--- src/rtl/load_store_unit.sv ---
// Load/store unit: converts byte-addressed RV32 loads and stores into
// full-word memory accesses, with read-modify-write for sub-word stores
// and two-access splitting for requests that straddle a word boundary.
module load_store_unit #(
    parameter int INDEX_BITS = 10
) (
    input  logic        clk,
    input  logic        reset,
    input  logic        req_valid,
    output logic        req_ready,
    input  logic        req_read,
    input  logic        req_write,
    input  logic [2:0]  req_func3,
    input  logic [31:0] req_address,
    input  logic [31:0] req_wdata,
    output logic        resp_valid,
    output logic        resp_error,
    output logic [31:0] load_data,
    output logic [31:0] mem_address,
    output logic [31:0] mem_write_data,
    output logic        mem_read,
    output logic        mem_write,
    output logic [2:0]  mem_func3,
    input  logic [31:0] mem_read_data
);

    typedef enum logic [2:0] {
        IDLE,
        READ0,
        READ1,
        WRITE0,
        WRITE1,
        RESP
    } state_t;

    state_t                  state;
    state_t                  next_state;
    logic                    is_load_q;
    logic                    error_q;
    logic [2:0]              func3_q;
    logic [1:0]              offset_q;
    logic [INDEX_BITS-1:0]   idx0_q;
    logic [INDEX_BITS-1:0]   idx1;
    logic [31:0]             wdata_q;
    logic [31:0]             w0_q;
    logic [31:0]             w1_q;
    logic [2:0]              size;
    logic                    split;
    logic                    accept;
    logic                    req_legal;
    logic                    req_aligned_sw;
    logic [63:0]             merged;
    logic [63:0]             window;
    logic [31:0]             extended;

    assign accept    = req_valid && req_ready;
    assign idx1      = idx0_q + {{(INDEX_BITS-1){1'b0}}, 1'b1};
    assign split     = ({1'b0, offset_q} + size) > 3'd4;
    assign mem_func3 = 3'b010;
    assign req_aligned_sw = req_write && (req_func3 == 3'b010) && (req_address[1:0] == 2'b00);

    // Decide whether the incoming request is a legal load or store
    always_comb begin
        req_legal = 1'b0;
        if (req_read && !req_write) begin
            case (req_func3)
                3'b000, 3'b001, 3'b010, 3'b100, 3'b101: req_legal = 1'b1;
                default:                                req_legal = 1'b0;
            endcase
        end else if (req_write && !req_read) begin
            case (req_func3)
                3'b000, 3'b001, 3'b010: req_legal = 1'b1;
                default:                req_legal = 1'b0;
            endcase
        end
    end

    // Access size in bytes from the latched funct3
    always_comb begin
        case (func3_q[1:0])
            2'b00:   size = 3'd1;
            2'b01:   size = 3'd2;
            default: size = 3'd4;
        endcase
    end

    // State register
    always_ff @(posedge clk or posedge reset) begin
        if (reset) state <= IDLE;
        else       state <= next_state;
    end

    // Latch the request on accept and capture memory words as they are read
    always_ff @(posedge clk or posedge reset) begin
        if (reset) begin
            is_load_q <= 1'b0;
            error_q   <= 1'b0;
            func3_q   <= 3'b000;
            offset_q  <= 2'b00;
            idx0_q    <= '0;
            wdata_q   <= 32'h0;
            w0_q      <= 32'h0;
            w1_q      <= 32'h0;
        end else begin
            if (accept) begin
                is_load_q <= req_read;
                error_q   <= !req_legal;
                func3_q   <= req_func3;
                offset_q  <= req_address[1:0];
                idx0_q    <= req_address[INDEX_BITS+1:2];
                wdata_q   <= req_wdata;
            end
            if (state == READ0) w0_q <= mem_read_data;
            if (state == READ1) w1_q <= mem_read_data;
        end
    end

    // Next-state sequencing through the read and write phases
    always_comb begin
        next_state = state;
        case (state)
            IDLE: begin
                if (accept) begin
                    if (!req_legal)          next_state = RESP;
                    else if (req_aligned_sw) next_state = WRITE0;
                    else                     next_state = READ0;
                end
            end
            READ0:   next_state = split ? READ1 : (is_load_q ? RESP : WRITE0);
            READ1:   next_state = is_load_q ? RESP : WRITE0;
            WRITE0:  next_state = split ? WRITE1 : RESP;
            WRITE1:  next_state = RESP;
            RESP:    next_state = IDLE;
            default: next_state = IDLE;
        endcase
    end

    // Overlay the store bytes onto the two-word window read from memory
    always_comb begin
        merged = {w1_q, w0_q};
        for (int k = 0; k < 4; k++) begin
            if (k < int'(size)) merged[8*(int'(offset_q)+k) +: 8] = wdata_q[8*k +: 8];
        end
    end

    // Align the loaded bytes and apply sign or zero extension
    always_comb begin
        window = {w1_q, w0_q} >> {offset_q, 3'b000};
        case (func3_q)
            3'b000:  extended = {{24{window[7]}}, window[7:0]};
            3'b001:  extended = {{16{window[15]}}, window[15:0]};
            3'b100:  extended = {24'h0, window[7:0]};
            3'b101:  extended = {16'h0, window[15:0]};
            default: extended = window[31:0];
        endcase
    end

    // Drive the memory port and response outputs from the current state
    always_comb begin
        req_ready      = (state == IDLE) && !reset;
        resp_valid     = 1'b0;
        resp_error     = 1'b0;
        load_data      = 32'h0;
        mem_address    = 32'h0;
        mem_write_data = 32'h0;
        mem_read       = 1'b0;
        mem_write      = 1'b0;
        case (state)
            READ0: begin
                mem_read    = 1'b1;
                mem_address = {{(30-INDEX_BITS){1'b0}}, idx0_q, 2'b00};
            end
            READ1: begin
                mem_read    = 1'b1;
                mem_address = {{(30-INDEX_BITS){1'b0}}, idx1, 2'b00};
            end
            WRITE0: begin
                mem_write      = 1'b1;
                mem_address    = {{(30-INDEX_BITS){1'b0}}, idx0_q, 2'b00};
                mem_write_data = merged[31:0];
            end
            WRITE1: begin
                mem_write      = 1'b1;
                mem_address    = {{(30-INDEX_BITS){1'b0}}, idx1, 2'b00};
                mem_write_data = merged[63:32];
            end
            RESP: begin
                resp_valid = 1'b1;
                resp_error = error_q;
                load_data  = (is_load_q && !error_q) ? extended : 32'h0;
            end
            default: ;
        endcase
    end

endmodule

--- config.mk ---
export PLATFORM = sky130hd
export DESIGN_NAME = load_store_unit
export DESIGN_NICKNAME = d
export VERILOG_FILES = /design/src/rtl/load_store_unit.sv
export SDC_FILE = /design/constraint.sdc
export NUM_CORES = 1
export LEC_CHECK = 0
export ABC_AREA = 1
export BUFFER_PORTS_ARGS = -buffer_cell sky130_fd_sc_hd__buf_2
export CAP_MARGIN = 5
export CORE_MARGIN = 5
export CORE_UTILIZATION = 56
export DETAILED_ROUTE_END_ITERATION = 8
export HOLD_SLACK_MARGIN = 0.02
export PLACE_DENSITY = 0.94
export SKIP_LAST_GASP = 1
export SLEW_MARGIN = 20
export SYNTH_ARGS = -nofsm -noshare
export SYNTH_HDL_FRONTEND = slang
export SYNTH_SLANG_ARGS = --single-unit
export TNS_END_PERCENT = 30
--- constraint.sdc ---
create_clock -name clk -period 4.9 [get_ports clk]
set_input_delay 0.735 -clock clk [delete_from_list [all_inputs] [get_ports clk]]
set_output_delay 0.735 -clock clk [all_outputs]
set_load 0.01 [all_outputs]
==> flow_summary.yaml, run 1 <==
synth:
  yosys.area.top_type: "dfrtp_1"
  synth_cells: 1500
  synthTopCellsByArea: "dfrtp_1, nand2_1, o21ai_0"
  synth_cell_type_count: 44
  syn_area_sq_um: 9450
  yosysWarnings: 0
  ys_seq_area_frac: 0.307
  async_flop_share: 1.00
  synthFlopType: "dfrtp_1"
  avgSynthCellArea_sq_um: 6.30
  synth_top_cell_area_share: 0.307
  synth_edf_count: 0
  ys_ff_latch: 116
grt:
  antenna_found_initial: 1
  grt_first_pass_wirelength_microns: 59700
  first_global_vias: 10171
  grt_max_degree: 88
  grt_overflow: 0
  gr-usage-all-layers: 0.393
worst_setup_path:
  endpoint_kind: "output pin"
  worst-r2r-setup-slack_ps: 2320
  crit_required_ps: 4160
  worstSetupPathType: "register to output pin"
  startpoint_type: "register"
  cp_data_arrival_time_ps: 3470
  critPathMaxFanout: 21
layout:
  drive_gt1_frac: 0.181
  nets: 1737
  final_cell_mix: "nand2_1, o21ai_0, buf_2"
  area_delta_synth_final_pct: 13.4
  final_common_cell: "nand2_1"
  postLayoutCoreUtil: 0.646
  fin_area_sq_um: 10700
  num_antenna_cells: 0
sta:
  setup_tns_ps: 0
  period_share: 0.857
  grt_setup_unrepaired: "no"
  fin_crit_ps: 4200
  worst_hold_slack_ps: 506
  worst_pin_slew_ps: 955
  setup_viol: 0
  finalClockSkew_ps: 10.5
  max_freq_mhz: 238
  hold_viol: 0
  maxSlewHeadroom: 0.363
  slew_viol_final: 0
route:
  wire_per_inst_microns: 21.4
  drt_iter0_drc: 1428
  antenna_left: 0
  drc: 0
  wl_microns: 39700
  drtPass1Iterations: 9
  vias_per_cell: 6.06
  dr_total_vias: 11227
clock_network:
  clkTransAtPathRegs_ps: 60
  cts_max_level: 4
  cts_made_buffers: 17
  ctsResizeCount: 0
  worstSkewPairLatency_ps: 430
  ctsHoldBuffers: 0
  clock_sinks: 116
  tritoncts: "done"
  cts-root-buf: "clkbuf_16"
  post_cts_buffers: 0
  clk_path_buf_depth: 2
status:
  status: "complete, no violations"
placement:
  numPortBuffers: 162
  postPlaceCellArea_sq_um: 10100
  gp_congestion: 1.02
  hpwl_microns: 29700
floorplanning:
  die_height_microns: 140
  core_area_sq_um: 16600
  dieArea_sq_um: 19600
  die-width_microns: 140
  rows: 47
  start_util: 0.570
  ios: 208
power_and_ir_drop:
  p_sw_w: 0.00501
  cellPowerDensity_nw_per_um2: 809
  ir_drop_mv: 0.459
  power.share.clock: 0.144
  swShare: 0.578
  intPower_w: 0.00366
  leakage_nw: 5.65
  seq_power_share: 0.232
  combPwrFrac: 0.625
min_path:
  hold_class: "register to register"
run:
  max-cap-violations: 0
[layer usage]
metal / up-vias / global-route usage / wire length [microns]
li1: 5069 / - / -
met1: 5164 / 0.524 / 15400
met2: 831 / 0.611 / 17300
met3: 161 / 0.0808 / 4460
met4: 2 / 0.193 / 2460
met5: - / 0 / 12
[kinds of logic (layout without fill, tap and decap cells)]
group           after synthesis  after routing  share of synthesized area
simple gates                803            803                      0.355
compound gates              327            327                      0.200
buf+inv                     239            349                      0.119
flops                       116            116                      0.307
fa+ha+maj                    13             13                     0.0180
other cells                   2             25                   0.000795
[per-stage QoR]
stage	total power, W	std cells	worst slack (ps)
after floorplan	0.00536	1523	1090
after global placement	0.00704	1821	1220
after detailed placement	0.00714	1821	1240
after CTS	0.00843	1853	800
after global routing	0.00917	1853	543
final	0.00867	1853	700
[path summary, 6_finish.rpt]
kind	from	endpoint	cells after the start
max	offset_q[1]	mem_write_data[10]	13
max in group asynchronous	reset	wdata_q[13]	3
max reg2reg	offset_q[0]	state[2]	12
min in group asynchronous	reset	state[1]	2
min	state[0]	state[0]	1
min reg2reg	state[0]	state[0]	1
[synthesized netlist by cell type, types with 14 or more instances]
| library cell | instances |
|---|---|
| nand2_1 | 503 |
| o21ai_0 | 176 |
| nor2_1 | 127 |
| inv_1 | 123 |
| dfrtp_1 | 116 |
| nand3_1 | 113 |
| a21oi_1 | 65 |
| buf_4 | 33 |
| buf_2 | 31 |
| clkbuf_1 | 24 |
| a211oi_1 | 18 |
| o211ai_1 | 18 |
| inv_2 | 17 |
| nand2_2 | 16 |
| o21ai_2 | 14 |
[registers in the layout, indices dropped and copies added (netlist names)]
register,flops
is_load_q,1
w0_q,32
error_q,1
func3_q,3
state,3
wdata_q,32
idx0_q,10
offset_q,2
w1_q,32
[area by class of cell]
class / instances / area [sq um]
clock buffers: 18 / 439
inverters: 141 / 534
fillers: 1536 / 5870
flip-flops and latches: 116 / 2900
repair buffers: 176 / 916
clock inverters: 14 / 139
multi-input cells: 1168 / 5510
well taps: 220 / 275
[worst max-delay path, stage by stage, from the launching register on]
cell     delay [ps]
dfrtp_1         380
inv_2           330
ha_1            430
nand2_2         160
inv_1           430
nand2_1         250
o21ai_0         430
nand2_1         140
nand2_1         130
nand2_1          60
nand2_1          50
nand2_1          50
nand2_1          50
buf_2           130
[power groups by stage]
stage	logic, W	clock network, W	registers (W)
after floorplan	0.00365	0	0.00171
after global placement	0.00509	0	0.00196
after detailed placement	0.00517	0	0.00197
after CTS	0.00522	0.00124	0.00196
after global routing	0.00586	0.00130	0.00202
final	0.00542	0.00125	0.00201
Power figures use the tool's default switching activity.
==> run 2: changes to the inputs <==
- ABC_AREA: 1 -> 0
- CORE_UTILIZATION: 56 -> 55
==> flow_summary.yaml, run 2 <==
status:
  status: "complete, no violations"
worst_setup_path:
  crit_required_ps: 4160
  endpoint_kind: "output pin"
  cp.buffers_inverters: 1
  cp_data_arrival_time_ps: 3710
  cp_slowest_cell: "nor3_1"
  worstSetupPathType: "register to output pin"
  cp_cell_sequence: "or2_2 -> ha_1 -> nand3b_1 -> nor3_1 -> a221oi_1 -> nor3_1 -> a21o_1 -> buf_2"
  startpoint_type: "register"
  cpLargestDelayFamily: "simple AND/OR/NAND/NOR gates"
  critPathMaxFanout: 15
  cpMostUsedCell: "nor3_1"
  timing.critical_path.slowest_cell_delay_ps: 630
grt:
  grt_max_degree: 63
  antenna_found_initial: 0
  first_global_vias: 8236
  gr-usage-all-layers: 0.358
  grt_overflow: 0
  grt_first_pass_wirelength_microns: 49600
clock_network:
  clk_path_buf_depth: 2
  cts_made_buffers: 17
  ctsResizeCount: 0
  ctsHoldBuffers: 0
  cts_max_level: 4
  worstSkewPairLatency_ps: 430
  tritoncts: "done"
  clkTransAtPathRegs_ps: 60
  post_cts_buffers: 0
  clock_sinks: 116
  cts-root-buf: "clkbuf_16"
min_path:
  hold_class: "input port to asynchronous set/reset pin"
synth:
  yosysWarnings: 0
  avgSynthCellArea_sq_um: 9.05
  synthMostInstantiatedCell: "mux2_2"
  ys_ff_latch: 116
  synthFlopType: "dfrtp_1"
  synth_cell_type_count: 64
  synthTopCellsByArea: "dfrtp_1, mux2_2, a21oi_1"
  yosys.area.top_type: "dfrtp_1"
  syn_area_sq_um: 8650
  async_flop_share: 1.00
  ys_seq_area_frac: 0.336
  synth_common_cells: "mux2_2, dfrtp_1, nand2_1"
  synth_cells: 955
  synth_edf_count: 0
  synth_top_cell_area_share: 0.336
power_and_ir_drop:
  p_sw_w: 0.00398
  combPwrFrac: 0.534
  power.share.clock: 0.165
  seq_power_share: 0.301
  swShare: 0.491
  ir_drop_mv: 0.496
  intPower_w: 0.00413
  cellPowerDensity_nw_per_um2: 804
  leakage_nw: 4.59
layout:
  area_delta_synth_final_pct: 16.7
  fin_area_sq_um: 10100
  num_antenna_cells: 0
  reg_top3: "w0_q x32, w1_q x32, wdata_q x32"
  final_common_cell: "buf_2"
  drive_gt1_frac: 0.333
  nets: 1194
  final_cell_mix: "buf_2, mux2_2, dfrtp_1"
sta:
  setup_viol: 0
  period_share: 0.907
  finalClockSkew_ps: 5.89
  grt_setup_unrepaired: "no"
  slew_viol_final: 0
  hold_viol: 0
  maxSlewHeadroom: 0.266
  worst_pin_slew_ps: 1100
  setup_tns_ps: 0
  worst_hold_slack_ps: 418
  max_freq_mhz: 225
  fin_crit_ps: 4440
floorplanning:
  die-width_microns: 135
  ios: 208
  rows: 45
  dieArea_sq_um: 18300
  die_height_microns: 135
  core_area_sq_um: 15300
  start_util: 0.565
route:
  drc: 0
  vias_per_cell: 6.72
  drt_iter0_drc: 1312
  dr_total_vias: 8740
  antenna_left: 0
  wl_microns: 33100
  drtPass1Iterations: 9
  wire_per_inst_microns: 25.4
placement:
  numPortBuffers: 162
  gp_congestion: 1.08
  hpwl_microns: 24100
  postPlaceCellArea_sq_um: 9460
run:
  max-cap-violations: 0
[run 2: cell type report]
type	count	area, sq um
Tap cell	211	264
Clock buffer	17	425
Timing Repair Buffer	179	938
Fill cell	1257	5220
Clock inverter	15	205
Inverter	19	73.8
Multi-Input combinational cell	744	5280
Sequential cell	116	2910
[run 2: worst register-to-register path, delay by kind of cell, from the launching register on]
kind / cells / cell delay, ps
buffers and inverters: 3 / 310
adder cells (fa/ha/maj): 2 / 660
flip-flops: 1 / 510
AND/OR/NAND/NOR: 2 / 890
AO/OA/AOI/OAI: 3 / 650
[run 2: path summary, 6_finish.rpt]
check                               start                  to  slack (ps)  cells after the start
setup / recovery               func3_q[0]  mem_write_data[21]         460                      8
hold / removal                      reset             error_q         420                      2
setup reg to reg               func3_q[0]            state[2]        1820                     10
hold reg to reg                   w0_q[9]             w0_q[9]         540                      1
max in group asynchronous           reset             w1_q[5]        3220                      3
min in group clk           req_address[6]           idx0_q[4]         530                      2
[run 2: power by group through the flow]
stage,sequential (W),clock (W),combinational (W)
4_1_cts,0.00234,0.00135,0.00422
6_report,0.00244,0.00134,0.00433
5_1_grt,0.00243,0.00138,0.00463
2_1_floorplan,0.00179,0,0.00324
3_5_place_dp,0.00235,0,0.00419
3_3_place_gp,0.00233,0,0.00410
[run 2: kinds of logic after synthesis]
group / count (synthesis) / synth area share
AOI/OAI and AO/OA: 257 / 0.197
xor gates and xnor gates: 7 / 0.00709
adders and majority gates: 13 / 0.0197
buffers and inverters: 118 / 0.0660
DFF: 116 / 0.336
muxes: 155 / 0.207
other: 2 / 0.000869
and+or+nand+nor: 287 / 0.167
[run 2: metal layers]
| metal | GRT usage | routed length, microns | up-vias |
|---|---|---|---|
| met4 | 0.189 | 2040 | 0 |
| met3 | 0.105 | 4330 | 146 |
| met5 | 0 | 0 | - |
| met2 | 0.526 | 14200 | 699 |
| li1 | - | - | 3742 |
| met1 | 0.477 | 12500 | 4153 |
[run 2: per-stage QoR]
stage / cells / total power (W) / util / setup slack [ps]
4_1_cts: 1301 / 0.00791 / 0.659 / 580
6_report: 1301 / 0.00811 / 0.659 / 458
3_3_place_gp: 1269 / 0.00644 / 0.617 / 1060
2_1_floorplan: 978 / 0.00503 / - / 795
3_5_place_dp: 1269 / 0.00654 / 0.617 / 1050
5_1_grt: 1301 / 0.00845 / 0.659 / 414
